===== src/rtl/ram_step_tester_pkg.sv =====
// Shared definitions for the step-paced RAM tester: FSM states and the test pattern.
package ram_step_tester_pkg;

    typedef enum logic [2:0] {
        ST_IDLE     = 3'd0,
        ST_WRITE    = 3'd1,
        ST_READ_REQ = 3'd2,
        ST_READ_CHK = 3'd3,
        ST_DONE     = 3'd4
    } state_t;

    // Expected word at an address; callers truncate to their data width.
    function automatic logic [31:0] pattern_word(input logic [31:0] addr,
                                                 input logic [31:0] seed);
        return addr ^ seed;
    endfunction

endpackage


===== src/rtl/ram_step_tester_spram.sv =====
// Single-port synchronous RAM with registered read (1-cycle latency); array is not reset.
module spram #(
    parameter int unsigned ADDR_W = 4,
    parameter int unsigned DATA_W = 8
) (
    input  logic              clk,
    input  logic              we,
    input  logic [ADDR_W-1:0] addr,
    input  logic [DATA_W-1:0] wdata,
    output logic [DATA_W-1:0] rdata
);

    logic [DATA_W-1:0] mem [2**ADDR_W];

    always_ff @(posedge clk) begin
        if (we)
            mem[addr] <= wdata;
        rdata <= mem[addr];
    end

endmodule


===== src/rtl/ram_step_tester.sv =====
// Step-paced RAM tester: writes a seeded pattern to every word, reads back and counts mismatches.
module ram_step_tester
    import ram_step_tester_pkg::*;
#(
    parameter int unsigned       ADDR_W = 4,
    parameter int unsigned       DATA_W = 8,
    parameter logic [DATA_W-1:0] SEED   = 'hA5
) (
    input  logic              clk,
    input  logic              reset,
    input  logic              step,
    input  logic              start,
    input  logic              inject,
    output logic [ADDR_W-1:0] led_addr,
    output logic [DATA_W-1:0] led_data,
    output logic              busy,
    output logic              done,
    output logic              error,
    output logic [ADDR_W:0]   err_count
);

    localparam logic [ADDR_W-1:0] ADDR_MAX = '1;

    state_t            state;
    logic [ADDR_W-1:0] addr;
    logic [DATA_W-1:0] pattern;
    logic [DATA_W-1:0] wdata;
    logic [DATA_W-1:0] rdata;
    logic              we;

    always_comb begin
        pattern = DATA_W'(pattern_word(32'(addr), 32'(SEED)));
        wdata   = pattern ^ {{(DATA_W-1){1'b0}}, inject};
        we      = (state == ST_WRITE) && step;
    end

    // The RAM reads addr every cycle; addr is held from READ_REQ into READ_CHK.
    spram #(
        .ADDR_W(ADDR_W),
        .DATA_W(DATA_W)
    ) u_ram (
        .clk  (clk),
        .we   (we),
        .addr (addr),
        .wdata(wdata),
        .rdata(rdata)
    );

    always_ff @(posedge clk) begin
        if (reset) begin
            state     <= ST_IDLE;
            addr      <= '0;
            led_addr  <= '0;
            led_data  <= '0;
            busy      <= 1'b0;
            done      <= 1'b0;
            error     <= 1'b0;
            err_count <= '0;
        end else begin
            case (state)
                ST_IDLE, ST_DONE: begin
                    if (start) begin
                        addr      <= '0;
                        error     <= 1'b0;
                        err_count <= '0;
                        busy      <= 1'b1;
                        done      <= 1'b0;
                        state     <= ST_WRITE;
                    end
                end
                ST_WRITE: begin
                    if (step) begin
                        led_addr <= addr;
                        led_data <= wdata;
                        if (addr == ADDR_MAX) begin
                            addr  <= '0;
                            state <= ST_READ_REQ;
                        end else begin
                            addr <= addr + 1'b1;
                        end
                    end
                end
                ST_READ_REQ: begin
                    if (step)
                        state <= ST_READ_CHK;
                end
                ST_READ_CHK: begin
                    led_addr <= addr;
                    led_data <= rdata;
                    if (rdata != pattern) begin
                        error     <= 1'b1;
                        err_count <= err_count + 1'b1;
                    end
                    if (addr == ADDR_MAX) begin
                        busy  <= 1'b0;
                        done  <= 1'b1;
                        state <= ST_DONE;
                    end else begin
                        addr  <= addr + 1'b1;
                        state <= ST_READ_REQ;
                    end
                end
                default: begin
                    busy  <= 1'b0;
                    done  <= 1'b0;
                    state <= ST_IDLE;
                end
            endcase
        end
    end

endmodule


===== config.mk =====
export PLATFORM = sky130hd
export DESIGN_NAME = ram_step_tester
export DESIGN_NICKNAME = d
export VERILOG_FILES = /design/src/rtl/ram_step_tester_pkg.sv /design/src/rtl/ram_step_tester_spram.sv /design/src/rtl/ram_step_tester.sv
export SDC_FILE = /design/constraint.sdc
export NUM_CORES = 1
export LEC_CHECK = 0
export CAP_MARGIN = 25
export CORE_ASPECT_RATIO = 1.2
export CORE_UTILIZATION = 55
export DETAILED_ROUTE_END_ITERATION = 8
export PLACE_DENSITY = 0.73
export SYNTH_ARGS = -nofsm -noshare
export SYNTH_HDL_FRONTEND = slang
export SYNTH_HIERARCHICAL = 1
export SYNTH_SLANG_ARGS = --single-unit

===== constraint.sdc =====
create_clock -name clk -period 3.4 [get_ports clk]
set_clock_uncertainty 0.2 [all_clocks]
set_input_delay 0.34 -clock clk [delete_from_list [all_inputs] [get_ports clk]]
set_output_delay 0.34 -clock clk [all_outputs]
set_load 0.01 [all_outputs]

# Word level (Yosys, flattened, before mapping)
# Memories as Yosys holds them, arrays and structs flattened. A register that Yosys moved wholly into a read port is not among the register bits.
# Cells that the tools add are included.
# word_totals
out_inout_bits	20
mem_count	1
reg_bits	27
ramBits	128
# classes
n_eq_ne	13
mux	28
reduce_logical	12
n_bitwise	3
n_addsub	2
# memory_table
memory	words	width	read_ports	rd_clocked_by_memory_dff	wr	line_no	rtl
u_ram.mem	16	8	1	1	1	ram_step_tester_spram.sv:13	logic [DATA_W-1:0] mem [2**ADDR_W];
# ops
cell	n
4-bit 2-to-1 mux	5
8-bit case mux with 2 select lines	1
3-bit 2-to-1 mux	5
2-bit != test, second input constant	6
3-bit case mux with 4 select lines	1
4-bit case mux with 3 select lines	1
5-bit 2-to-1 mux	2
5-bit case mux with 2 select lines	1
8-bit 2-to-1 mux	1
8-bit != test	1
4-bit case mux with 2 select lines	1
4-bit AND reduction	2
8-bit by 1-bit bitwise XOR with 8-bit output	1
1-bit 2-to-1 mux	7
3-bit by 2-bit == test with 1-bit output, second input constant	2
1-bit case mux with 3 select lines	2
3-bit AND reduction	2
5-bit by 1-bit adder with 5-bit output, second input constant	1
4-bit by 1-bit adder with 4-bit output, second input constant	1
4-bit == test, second input constant	1
2-bit NOT with 4-bit output	1
2-bit nonzero test	2
2-bit OR reduction	2
3-bit by 1-bit == test with 1-bit output, second input constant	1
8 further kinds	8

# Depth between registers and ports, before layout
# logic_depth
depth_word	4
ltp_mapped	7
ltp_nobuf	6

# By module
# The synthesis kept the hierarchy.
# modules_own_cells
module	cells_per_inst	n_inst	area_per_inst_um2	seq_area_each_um2
spram	230	1	5067.4	4003.8
ram_step_tester	170	1	1368.8	540.5

# Worst setup path before layout
# OpenSTA, ideal clock, no wires.
# synth_path
path_kind	register to register
from	reg state[1]
to	mem u_ram.mem[0][0], enable pin
slack_ns	0.938
setup_time_ns	0.383
t_required_ns	2.817
path_stages_with_launch	7
path_buffers	1
arrival_ns	1.878
cell_sequence	dfxtp_1 buf_6 inv_1 nand2_1 nor2_1 or3b_2 nor3_1
# synth_between
elab_chain_cells	4
# synth_lines
element	line_no	rtl
start, declared	ram_step_tester.sv:24	state_t state;
start signal, assigned	ram_step_tester.sv:51	state <= ST_IDLE;
start signal, assigned	ram_step_tester.sv:68	state <= ST_WRITE;
start signal, assigned	ram_step_tester.sv:77	state <= ST_READ_REQ;
3-bit by 1-bit == test with 1-bit output	ram_step_tester.sv:34	we = (state == ST_WRITE) && step;
1-bit logical AND	ram_step_tester.sv:34	
via we	ram_step_tester.sv:29	logic we;
1-bit 2-to-1 mux	ram_step_tester_spram.sv:16	if (we)
1-bit 2-to-1 mux (not written as such)	ram_step_tester_spram.sv:17	mem[addr] <= wdata;
end, declared	ram_step_tester_spram.sv:13	
# The timed path passes the listed nets, and every way through them passes these cells.

# Worst setup path after layout
# layout_path
from	reg state[0]
to	reg addr[1]
# layout_between
elab_chain_cells	4
word_cells_on_any_way	11
classes_between	eq/ne: 6; mux: 1; reduce/logical: 4
# layout_lines
element	line_no	rtl
3-bit == test / 3-bit logical NOT (equally long branches)	ram_step_tester.sv:60	case (state)
2-bit OR reduction	ram_step_tester.sv:60	
2-bit != test (no line) / 3-bit nonzero test (equally long branches)	--	
4-bit AND reduction (no line)	--	
end signal, assigned	ram_step_tester.sv:79	addr <= addr + 1'b1;
end signal, assigned	ram_step_tester.sv:99	addr <= addr + 1'b1;
end, declared	ram_step_tester.sv:25	logic [ADDR_W-1:0] addr;
# Parallel ways exist; a longest one is shown, timed or not.
# A chain may end at the register's enable or synchronous reset.

==> out/metrics.cfg <==
[outcome]
outcome = completed

[power]
p_leak_nw = 2.41
irDropWorstVdd_uv = 368
p_per_area_nw_per_um2 = 538

[worst_setup_path]
cp_data_arrival_time_ns = 2.58
crit_type = reg2reg
required_ns = 3.46
cp_max_fo = 14
cp-end-kind = register
start_kind = register

[sta]
rsz0062_at_grt = no
period_needed_ns = 2.53
clock.fmax_mhz = 396
final_hold_viol_count = 0
fin_setup_tns_ns = 0
finalWorstSetupSlack_ns = 0.874
slew-limit-headroom_pct = 35.3
min_period_over_period_pct = 74.3
hold_slack_ns = 0.256
setup_viol = 0
tightest_slew_ns = 0.968
slew_violations = 0

[global_routing]
grt_first_pass_wirelength_um = 19800
grt_pass1_vias = 3659
antenna_found_initial = 0
grt_max_degree = 36
grtUsageTotal_pct = 22.8
overflow = 0

[drt]
first_pass_iters = 5
ant_nets = 0
wl_per_cell_um = 19.0
drcViolationCount = 0
via_count = 3704
drtIter0Drc = 297
viasPerCell = 5.59
wirelength_um = 12600

[clock_network]
root_buffer = clkbuf_16
htreeDepth = 4
cts_tree = built
holdBufCountCts = 0
clock-sinks = 163
cts.path.max_buffers = 2
cts-buffers-inserted = 17
ctsResizeCount = 0
clk_latency_ns = 0.42
cts.clk_slew.worst_paths_ns = 0.06
cts_setup_buffers = 0

[yosys]
synth.mux.area_fraction_pct = 11.7
synth.distinct_cells = 43
synth_async_sr_flop_share_pct = 0
ys_warn_count = 6
netlist_instances = 400
synthXorXnorAreaFrac_pct = 0.680
synth_compound_area_share_pct = 5.72
synth_top_family_by_area = multiplexers
synth_flop_cell = edfxtp_1
synth-seq-area-share_pct = 70.6
synth_seq_cells = 163
syn_area_um2 = 6440
yosys.area_share.simple_pct = 8.20
avgSynthCellArea_um2 = 16.1
synthAdderAreaFrac_pct = 0.389
synth_edf_count = 128

[min_path]
hp-class = reg2reg

[cells_and_area]
final_common_cell = edfxtp_1
nFillCells = 779
fin_cells = 663
nets = 503
multi_input_area_um2 = 1960
final_cell_mix = edfxtp_1, conb_1, nor2_1, dfxtp_1
seq_area_um2 = 4550
n_antenna_cell = 0
syn_to_final_growth_pct = 18.3
drive_above_1_share_pct = 16.3
utilization_pct = 68.0

[floorplan]
dieArea_um2 = 12100
die_h_um = 121
initial_core_util_pct = 57.5
ios = 25
core_um2 = 11200
dieWidth_um = 101
rows = 42

[placed_design]
dp_hpwl_um = 8350
io_buffers = 24
gp_congestion = 0.822
placed_cells = 631
dpl_worst_slack_ns = 0.629

[run]
drv_cap = 0

-- layout make-up --
cell class | instances | share of cell area, %
clock buffer | 17 | 5.59
inverter | 3 | 0.148
sequential | 163 | 59.7
multi-input combinational | 273 | 25.7
clock inverter | 15 | 1.74
timing repair buffer | 38 | 4.54
tap | 154 | 2.53
-- critical path, stage by stage, from the launching register on --
cell     delay (ns)
dfxtp_1        0.56
nor2b_1        0.38
and2_0         0.59
o21ai_0        0.31
a22oi_1        0.26
nor2_1         0.07
-- power breakdown --
part,internal [mW],switching [mW]
logic,0.0637,0.0809
registers,2.16,0.0162
clock network,1.01,0.769
-- path summary, 6_finish.rpt --
kind,from,end,slack (ns),cells past startpoint
min reg2reg,led_addr[2]$_SDFFE_PP0P_,led_addr[2]$_SDFFE_PP0P_,0.26,2
max reg2reg,state[0]$_SDFFE_PP0P_,addr[1]$_SDFFE_PP0P_,0.87,5
max,state[0]$_SDFFE_PP0P_,addr[1]$_SDFFE_PP0P_,0.87,5
min,led_addr[2]$_SDFFE_PP0P_,led_addr[2]$_SDFFE_PP0P_,0.26,2
-- cell families (layout without fill, tap and decap cells) --
kind of cell             count (synthesis)  after routing
flip-flops                             163            163
AND/OR/NAND/NOR                        111            111
AO/OA/AOI/OAI                           56             56
multiplexers                            35             35
buffers and inverters                   26             73
XOR/XNOR                                 5              5
adder cells (fa/ha/maj)                  2              2
other                                    2             64
-- synth_stat cells, types with 5 or more instances --
cell type  instances  area (um2)
a21oi_1           13        65.1
a22oi_1           21         158
buf_6              7        78.8
dfxtp_1           35         701
edfxtp_1         128        3840
mux4_2            32         721
nand2_1           32         120
nand2b_1           5        31.3
nand3_1            9        45.0
nor2_1            34         128
nor3_1            11        55.1
o21ai_0            6        30.0
-- per-layer routing --
layer / share of wire [%] / track usage, %
met5: 0 / 0
met4: 1.9 / 8.24
met3: 4.3 / 5.38
met2: 53 / 38.6
met1: 41 / 28.8
-- stage by stage --
stage               area [um2]  power [mW]
CTS                       7610        4.12
global route              7610        4.22
floorplan                 6670        2.31
finish                    7610        4.10
global placement          7050        2.35
detailed placement        7050        2.36
-- state kept, by name, indices dropped and copies added (netlist names) --
register	cells
u_ram/mem	128
led_addr	4
err_count	5
addr	4
error	1
done	1
busy	1
state	3
led_data	8
u_ram/rdata	8
No activity file was read; power rests on OpenSTA's default activity.
